## src/rtl/ppu_packer_if.sv

```systemverilog
// Psum-in / flush / packed-ofmap-out handshake bundle for ppu_packer.
// The packer uses the slave view; whoever drives psums and sinks words uses the master view.
interface ppu_packer_if #(
    parameter int DATA_BITS = 32
) ();
    logic [DATA_BITS-1:0] psum;
    logic                 psum_valid;
    logic                 psum_ready;
    logic                 flush_valid;
    logic                 flush_ready;
    logic [DATA_BITS-1:0] ofmap;
    logic [3:0]           ofmap_mask;
    logic                 ofmap_valid;
    logic                 ofmap_ready;

    modport master (
        output psum, psum_valid, flush_valid, ofmap_ready,
        input  psum_ready, flush_ready, ofmap, ofmap_mask, ofmap_valid
    );

    modport slave (
        input  psum, psum_valid, flush_valid, ofmap_ready,
        output psum_ready, flush_ready, ofmap, ofmap_mask, ofmap_valid
    );
endinterface

```

## src/rtl/ppu_packer.sv

```systemverilog
// Quantizes signed psums (ReLU, rounding shift, int8 saturation) and packs four
// bytes per ofmap word; a flush emits the partially filled word with a lane mask.
module ppu_packer #(
    parameter int DATA_BITS = 32
) (
    input  logic         clk,
    input  logic         rst,
    input  logic         relu_en,
    input  logic [4:0]   i_scale,
    ppu_packer_if.slave  bus
);
    localparam int LANES = DATA_BITS / 8;
    localparam int XW    = DATA_BITS + 1;
    localparam logic signed [XW-1:0] SAT_MAX = 127;
    localparam logic signed [XW-1:0] SAT_MIN = -128;
    localparam logic [XW-1:0]        ONE     = 1;

    logic [1:0]            cnt_reg;
    logic [1:0]            cnt_next;
    logic [23:0]           pack_data_reg;
    logic [23:0]           pack_data_next;
    logic [DATA_BITS-1:0]  ofmap_reg;
    logic [DATA_BITS-1:0]  ofmap_next;
    logic [3:0]            mask_reg;
    logic [3:0]            mask_next;
    logic                  valid_reg;
    logic                  valid_next;

    logic                  out_free;
    logic                  psum_ready;
    logic                  psum_fire;
    logic                  flush_fire;
    logic [2:0]            fill_count;
    logic                  word_load;

    logic signed [XW-1:0]  x_ext;
    logic [XW-1:0]         round_bias;
    logic signed [XW-1:0]  rounded;
    logic signed [XW-1:0]  shifted;
    logic [7:0]            q_byte;

    logic [7:0]            merged_lane [LANES];
    logic [LANES-1:0]      lane_live;
    logic [DATA_BITS-1:0]  emit_word;

    // One extra bit keeps psum + rounding bias from overflowing before the shift.
    always_comb begin
        x_ext      = (relu_en && bus.psum[DATA_BITS-1]) ? '0 : {bus.psum[DATA_BITS-1], bus.psum};
        round_bias = (i_scale == 5'd0) ? '0 : (ONE << (i_scale - 5'd1));
        rounded    = x_ext + $signed(round_bias);
        shifted    = rounded >>> i_scale;
        if (shifted > SAT_MAX) begin
            q_byte = 8'h7f;
        end else if (shifted < SAT_MIN) begin
            q_byte = 8'h80;
        end else begin
            q_byte = shifted[7:0];
        end
    end

    always_comb begin
        out_free   = !valid_reg || bus.ofmap_ready;
        psum_ready = (cnt_reg != 2'(LANES - 1)) || out_free;
        psum_fire  = bus.psum_valid && psum_ready;
        flush_fire = bus.flush_valid && out_free;
        fill_count = {1'b0, cnt_reg} + {2'b00, psum_fire};
        // A completed word always emits; a flush emits only if something is held.
        word_load  = (fill_count == 3'(LANES)) || (flush_fire && fill_count != 3'd0);
    end

    // Per-lane view of the word as it would look after this cycle's accept.
    genvar gi;
    generate
        for (gi = 0; gi < LANES; gi++) begin : g_lane
            if (gi < LANES - 1) begin : g_held
                assign merged_lane[gi] = (psum_fire && cnt_reg == 2'(gi)) ? q_byte
                                                                          : pack_data_reg[8*gi +: 8];
                assign pack_data_next[8*gi +: 8] = word_load ? 8'h00 : merged_lane[gi];
            end else begin : g_top
                assign merged_lane[gi] = q_byte;
            end
            assign lane_live[gi]         = fill_count > 3'(gi);
            assign emit_word[8*gi +: 8]  = lane_live[gi] ? merged_lane[gi] : 8'h00;
        end
    endgenerate

    always_comb begin
        cnt_next   = word_load ? 2'd0 : fill_count[1:0];
        valid_next = word_load || (valid_reg && !bus.ofmap_ready);
        ofmap_next = word_load ? emit_word : ofmap_reg;
        mask_next  = word_load ? lane_live : mask_reg;
    end

    always_ff @(posedge clk or negedge rst) begin
        if (!rst) begin
            cnt_reg       <= 2'd0;
            pack_data_reg <= 24'd0;
            ofmap_reg     <= '0;
            mask_reg      <= 4'd0;
            valid_reg     <= 1'b0;
        end else begin
            cnt_reg       <= cnt_next;
            pack_data_reg <= pack_data_next;
            ofmap_reg     <= ofmap_next;
            mask_reg      <= mask_next;
            valid_reg     <= valid_next;
        end
    end

    assign bus.psum_ready  = psum_ready;
    assign bus.flush_ready = out_free;
    assign bus.ofmap       = ofmap_reg;
    assign bus.ofmap_mask  = mask_reg;
    assign bus.ofmap_valid = valid_reg;

endmodule

```

## src/flat_wrapper.sv

```systemverilog
// flat-port wrapper written by rule: the top's interface ports become plain ports
module ppu_packer_flat 
#(
    parameter int DATA_BITS = 32
)
  (clk, rst, relu_en, i_scale, bus_psum, bus_psum_valid, bus_flush_valid, bus_ofmap_ready, bus_psum_ready, bus_flush_ready, bus_ofmap, bus_ofmap_mask, bus_ofmap_valid);
  ppu_packer_if #(.DATA_BITS(DATA_BITS)) bus_i ();
  input  logic clk;
  input  logic rst;
  input  logic relu_en;
  input  logic [4:0] i_scale;
  input wire logic [$bits(bus_i.psum)-1:0] bus_psum;
  input wire logic [$bits(bus_i.psum_valid)-1:0] bus_psum_valid;
  input wire logic [$bits(bus_i.flush_valid)-1:0] bus_flush_valid;
  input wire logic [$bits(bus_i.ofmap_ready)-1:0] bus_ofmap_ready;
  output wire logic [$bits(bus_i.psum_ready)-1:0] bus_psum_ready;
  output wire logic [$bits(bus_i.flush_ready)-1:0] bus_flush_ready;
  output wire logic [$bits(bus_i.ofmap)-1:0] bus_ofmap;
  output wire logic [$bits(bus_i.ofmap_mask)-1:0] bus_ofmap_mask;
  output wire logic [$bits(bus_i.ofmap_valid)-1:0] bus_ofmap_valid;
  assign bus_i.psum = bus_psum;
  assign bus_i.psum_valid = bus_psum_valid;
  assign bus_i.flush_valid = bus_flush_valid;
  assign bus_i.ofmap_ready = bus_ofmap_ready;
  assign bus_psum_ready = bus_i.psum_ready;
  assign bus_flush_ready = bus_i.flush_ready;
  assign bus_ofmap = bus_i.ofmap;
  assign bus_ofmap_mask = bus_i.ofmap_mask;
  assign bus_ofmap_valid = bus_i.ofmap_valid;
  ppu_packer #(.DATA_BITS(DATA_BITS)) u_core (.clk(clk), .rst(rst), .relu_en(relu_en), .i_scale(i_scale), .bus(bus_i));
endmodule
```

## config.mk

```make
export PLATFORM = sky130hd
export DESIGN_NAME = ppu_packer_flat
export DESIGN_NICKNAME = d
export VERILOG_FILES = /design/src/rtl/ppu_packer_if.sv /design/src/rtl/ppu_packer.sv /design/src/flat_wrapper.sv
export SDC_FILE = /design/constraint.sdc
export NUM_CORES = 1
export LEC_CHECK = 0
export ABC_AREA = 1
export CAP_MARGIN = 20
export CORE_ASPECT_RATIO = 0.9
export CORE_MARGIN = 1.5
export CORE_UTILIZATION = 40
export DETAILED_ROUTE_END_ITERATION = 16
export PLACE_DENSITY = 0.65
export RECOVER_POWER = 100
export SLEW_MARGIN = 20
export SYNTH_ARGS = -nofsm -noshare
export SYNTH_HDL_FRONTEND = slang
export SYNTH_SLANG_ARGS = --single-unit
```

## constraint.sdc

```tcl
create_clock -name clk -period 2.29 [get_ports clk]
set_clock_uncertainty 0.2 [all_clocks]
set_input_delay 0.458 -clock clk [delete_from_list [all_inputs] [get_ports clk]]
set_output_delay 0.458 -clock clk [all_outputs]
set_load 0.1 [all_outputs]
```

* Word-level counts from Yosys, hierarchy flattened
Cells that the tools add are included.
** Cells by class
- Add/subtract/negate cells :: 3
- Order comparisons :: 6
- Equality and inequality tests :: 4
- Shifts and indexed selects :: 2
- Multiplexer cells :: 15
- Reductions and logical operators :: 17
** Operator list (count)
- 2-to-1 mux 8 bit :: 12
- 2-to-1 mux 33 bit :: 2
- adder 33 bit :: 1
- greater-than comparator 33 x 8 -> 1 bit (second input constant) :: 1
- < comparator 33 x 8 -> 1 bit (second input constant) :: 1
- << shifter 1 x 5 -> 33 bit (first input constant) :: 1
- >>> shifter 33 x 5 -> 33 bit :: 1
- logical AND 1 bit :: 8
- greater-than comparator 3 x 1 -> 1 bit (second input constant) :: 2
- greater-than comparator 3 x 2 -> 1 bit (second input constant) :: 2
- zero test 5 bit :: 1
- subtractor 5 x 1 -> 5 bit (second input constant) :: 1
- logical OR 1 bit :: 4
- adder 2 x 1 -> 3 bit :: 1
- equality test 3 bit (second input constant) :: 1
- nonzero test 3 bit :: 1
- equality test 2 x 1 -> 1 bit (second input constant) :: 1
- equality test 2 bit (second input constant) :: 1
- zero test 1 bit :: 2
- zero test 2 bit :: 1
- 2-to-1 mux 2 bit :: 1
- != test 2 bit (second input constant) :: 1
** Word-level totals
- Register bits :: 63
- Input port bits :: 43
- Output and inout port bits :: 39

* Depth between registers and ports, before layout
- Word-level depth :: 10
- Mapped depth :: 41
- Depth with buffers taken out :: 38

* Worst setup path before layout
OpenSTA, ideal clock, no wires.
- Path type :: input to register
- From :: in i_scale[3]
- To :: reg u_core.ofmap_reg[9] (netlist: u_core.bus.ofmap[9])
- Library setup time :: 0.149 ns
- Arrival time :: 4.614 ns
- Slack :: -2.673 ns
- Stages :: 40
- Cell sequence :: clkbuf_1 -> clkinv_1 -> clkbuf_1 -> clkbuf_1 -> nand2_1 -> nand2_1 -> nand2_1 -> inv_1 -> nand2_1 -> inv_1 -> ha_1 -> inv_1 -> fa_1 -> inv_1 -> nand2_1 -> nand2_1 -> nand3_1 -> nand2_2 -> (+4 left out) -> nand2_2 -> nand2_8 -> inv_4 -> nand2_2 -> nand3_2 -> nand3_1 -> nand3_1 -> nand2_1 -> nand2_1 -> nor2_1 -> nand2_1 -> nor2_2 -> nand3_2 -> nand2_4 -> buf_6 -> nand3_1 -> nand2_1 -> o21ai_2
** Between the ends
- Longest elaborated chain between the ends :: 10
** RTL lines
- start, declared :: line flat_wrapper.sv:11 : input logic [4:0] i_scale;
- subtractor 5 x 1 -> 5 bit :: line ppu_packer.sv:49 : round_bias = (i_scale == 5'd0) ? '0 : (ONE << (i_scale - 5'd1));
- << shifter 1 x 5 -> 33 bit :: line ppu_packer.sv:49
- 2-to-1 mux 33 bit :: line ppu_packer.sv:49
- adder 33 bit :: line ppu_packer.sv:50 : rounded = x_ext + $signed(round_bias);
- >>> shifter 33 x 5 -> 33 bit (*) :: line ppu_packer.sv:51 : shifted = rounded >>> i_scale;
- < comparator 33 x 8 -> 1 bit :: line ppu_packer.sv:54 : end else if (shifted < SAT_MIN) begin
- 2-to-1 mux 8 bit :: line ppu_packer.sv:54
- 2-to-1 mux 8 bit (*) :: line ppu_packer.sv:52 : if (shifted > SAT_MAX) begin
- 2-to-1 mux 8 bit (*) :: line ppu_packer.sv:76 : assign merged_lane[gi] = (psum_fire && cnt_reg == 2'(gi)) ? q_byte
- 2-to-1 mux 8 bit (*) :: line ppu_packer.sv:83 : assign emit_word[8*gi +: 8] = lane_live[gi] ? merged_lane[gi] : 8'h00;
- end signal, assigned :: line ppu_packer.sv:104 : ofmap_reg <= ofmap_next;
- end, declared :: line ppu_packer.sv:22 : logic [DATA_BITS-1:0] ofmap_reg;
Every way passes the cells marked *; elsewhere a longest branch is shown, timed or not.
A chain may end at the register's enable or synchronous reset.

* Worst setup path in the final report
- From :: in i_scale[1]
- To :: reg u_core.ofmap_reg[16] (netlist: u_core.bus.ofmap[16])
Same word-level chain as after synthesis.

==> impl_summary.txt <==
----------------------------------------------------
[Place]
  Total of buffers placed on input and output ports ... between 80 and 90
  Routability cong. ... roughly 1.0
  DPL Wire Length ... 23,300 µm
  Post-placement cell count ... ~2,000

[Synth]
  Sequential cell area fraction in the yosys report ... between 10% and 20%
  Primary FF master, synth ... dfrtp_1
  Number of synthesized flops with an enable pin ... 0
  Largest cells by area after synthesis ... nand2_1 21%, dfrtp_1 19%, nand3_1 18%, inv_1 9.1%, nor2_1 7.4%
  Yosys warns ... 0
  Top post-synthesis cells by count ... 479 x nand2_1, 301 x nand3_1, 204 x inv_1, 165 x nor2_1, 63 x dfrtp_1
  Nets in the synthesized netlist ... 1,594
  Cells after synthesis ... around 1,500
  Count of distinct cell types in the synthesized netlist ... 43
  Average cell area after synthesis ... roughly 5.5 µm²
  Synth async-reset ratio ... 100%
  Yosys top cell area share ... 21.4%
  Area of the mapped netlist ... 8390 µm²
  Number of flip-flops and latches in the synthesized netlist ... 63
  Most area-hungry cell type in the Yosys netlist ... nand2_1
  Most frequent cell after synthesis ... nand2_1

[Hold path]
  Hold Crit Class ... flip-flop to flip-flop

[Layout]
  Final Net Count ... about 1,900
  Fraction of final layout cells with drive strength greater than 1 ... 41.6%
  Flip-flop count of the largest register after layout ... 32
  Post-synthesis to final-layout area growth ... 60.7%
  Post-layout instance count excluding filler cells ... 2,079
  Fin util ... between 60% and 70%
  Number of antenna diodes ... 0

[Timing]
  Unrepaired setup endpoints after global routing ... yes
  Achievable frequency ... roughly 0.22 GHz
  Worst Hold Slack ... approximately 280 ps
  Final Hold Viols ... 0
  Worst max-slew margin expressed relative to the limit ... approximately two fifths
  Tcrit/Tclk final ... 198%
  Final max-slew violation count ... 0
  Transition at the pin with the smallest max-transition slack ... around 920 ps
  Sum of negative setup slack ... -114,110 ps
  Clock period minus final worst setup slack ... 4530 ps
  Final worst setup slack ... -2240 ps
  Count of endpoints failing setup in the final report ... 56

[Clock tree]
  Buffer depth of the longest clock path ... 2
  Clock-pin slew on the worst setup and hold paths ... about 60 ps
  Sink Count ... 63
  TritonCTS clock tree ... built
  Maximum level of the CTS H-tree ... 3
  Skew-Pair Late Insertion Delay ... around 330 ps
  Number of buffers inserted during clock tree synthesis ... 9
  Buffer type at the clock tree root ... clkbuf_16

[Worst setup path]
  Endpoint type of the worst setup path ... flip-flop
  Crit Reg-Reg Startpoint ... u_core.bus.ofmap_valid
  Register-to-register path setup slack ... -80 ps
  Depth of the worst register-to-register path ... 11
  Largest stage delay on the critical path ... ~240 ps
  Highest fanout seen on the critical path ... 6
  Crit path from ... i_scale[1]
  Crit start category ... input pin
  Critical setup path kind ... input pin to flip-flop
  CP max-delay cell ... ha_4
  Signal arrival time at the worst endpoint ... around 4600 ps
  Worst path most repeated cell ... nand2_1
  End of the critical path ... u_core.bus.ofmap[16]
  Required time of the worst setup path ... between 2000 and 2500 ps
  R2R Path End ... u_core.pack_data_reg[12]

[Die]
  Die Wd ... between 150 and 200 µm
  Io pins ... around 80
  Placeable core region ... a little over 20,000 µm²
  Number of placement rows ... 50
  Die H ... 140 µm
  DIE AREA ... 21,800 µm²
  Initial standard-cell utilization of the core ... between 40 and 50%

[Routing]
  First-iteration detailed-routing DRC count ... between 1,000 and 1,500
  Via count normalized by instance count ... between 5 and 6
  First-pass detailed-route iteration total ... 5
  Vias ... approximately 11,000
  Remaining number of nets flagged by the antenna check after routing ... 0
  Residual DRC ... 0
  Overall routed net length ... 32,800 µm
  WL/cell ... between 15 and 20 µm

[GRT]
  All-Layer GR Usage ... just under 30%
  Number of antenna violations at the first check in global routing ... 0
  Total grt overflow ... 0
  Maximum number of pins on one net before global-route repair ... 49
  First-pass GRT wire length ... roughly 51,000 µm
  Via count of the first global-routing pass ... ~10,000

[Power]
  Total power draw ... between 0.009 and 0.01 W
  Leak ... 7.17 nW
  Peak supply drop ... 0.810 mV
  Power density of the placed cells ... 685 nW/µm²

[Job]
  Max Cap Violations ... 0

[Run status]
  Run status ... finished, violations left
  Failing checks ... negative setup slack

----------------------------------------------------
## cell families after synthesis
family          share of synthesized area [%]
flops                                    18.8
other cells                            0.0447
buf+inv                                  12.7
simple gates                             55.4
compound gates                           6.25
xor+xnor                                 1.15
fa+ha+maj                                5.61
## per-stage QoR
stage | setup slack (ps) | instance area, µm²
after floorplan | -2050 | 8640
after global placement | -3020 | 10800
after detailed placement | -3090 | 10800
after CTS | -2090 | 12800
after global routing | -2420 | 13500
final | -2240 | 13500
## timing repair
action | CTS | global route
hold buffers | 1 | 0
endpoints found under the setup margin | 61 | 62
cloned | 6 | 0
pin swaps | 113 | 83
gates resized for setup | 302 | 178
endpoints found under the hold margin | 15 | 0
setup buffers | 49 | 13
## cell type report
class | instances | area, µm²
clock buffers | 9 | 225
clock inverters | 7 | 119
fillers | 1783 | 7230
inverters | 213 | 831
multi-input cells | 1181 | 7700
flip-flops and latches | 63 | 1580
well taps | 286 | 358
repair buffers | 320 | 2660
## placed cells by master (no fill, tap or decap), types with 21 or more instances in the layout
master           count
nand2_1            367
buf_4              203
inv_1              190
nand3_1            161
nand3_2            131
nor2_1             125
nand2_2            100
dfrtp_1             62
clkbuf_2            38
nand2_4             32
clkdlybuf4s50_1     32
nor2_2              28
nand3_4             24
or2_2               23
a21oi_2             22
ha_1                21
## critical path: cells and delay by family
| family | cells | cell delay, ps |
|---|---|---|
| AOI/OAI and AO/OA | 2 | 380 |
| adders and majority gates | 1 | 240 |
| buffers and inverters | 8 | 940 |
| and+or+nand+nor | 25 | 2510 |
## routing by layer
metal | wire length (µm) | track usage, % | vias up
li1 | - | - | 5352
met4 | 634 | 7.02 | 0
met1 | 14600 | 39.8 | 5079
met3 | 2630 | 6.87 | 60
met2 | 15000 | 46.6 | 401
met5 | 0 | 0 | -
## worst min path at each step
| stage | depth (start not counted) | end | from | slack [ps] |
|---|---|---|---|---|
| CTS | 2 | u_core.bus.ofmap_mask[1] | u_core.bus.ofmap_mask[1] | 270 |
| global route | 2 | u_core.bus.ofmap_mask[3] | u_core.bus.ofmap_mask[3] | 290 |
| detailed placement | 1 | u_core.bus.ofmap_mask[1] | rst | 200 |
| global placement | 1 | u_core.bus.ofmap_mask[1] | rst | 210 |
| floorplan | 0 | u_core.bus.ofmap[0] | rst | -40 |
| finish | 1 | u_core.bus.ofmap[25] | u_core.bus.ofmap[25] | 280 |
## power by group
| part | internal [W] | switching [W] | leakage [nW] | total (W) |
|---|---|---|---|---|
| sequential | 0.00154 | 0.000204 | 0.810 | 0.00174 |
| combinational | 0.00186 | 0.00407 | 6.20 | 0.00593 |
| clock | 0.00106 | 0.000504 | 0.162 | 0.00157 |
| total | 0.00446 | 0.00478 | 7.17 | 0.00924 |
Power figures use the tool's default switching activity.
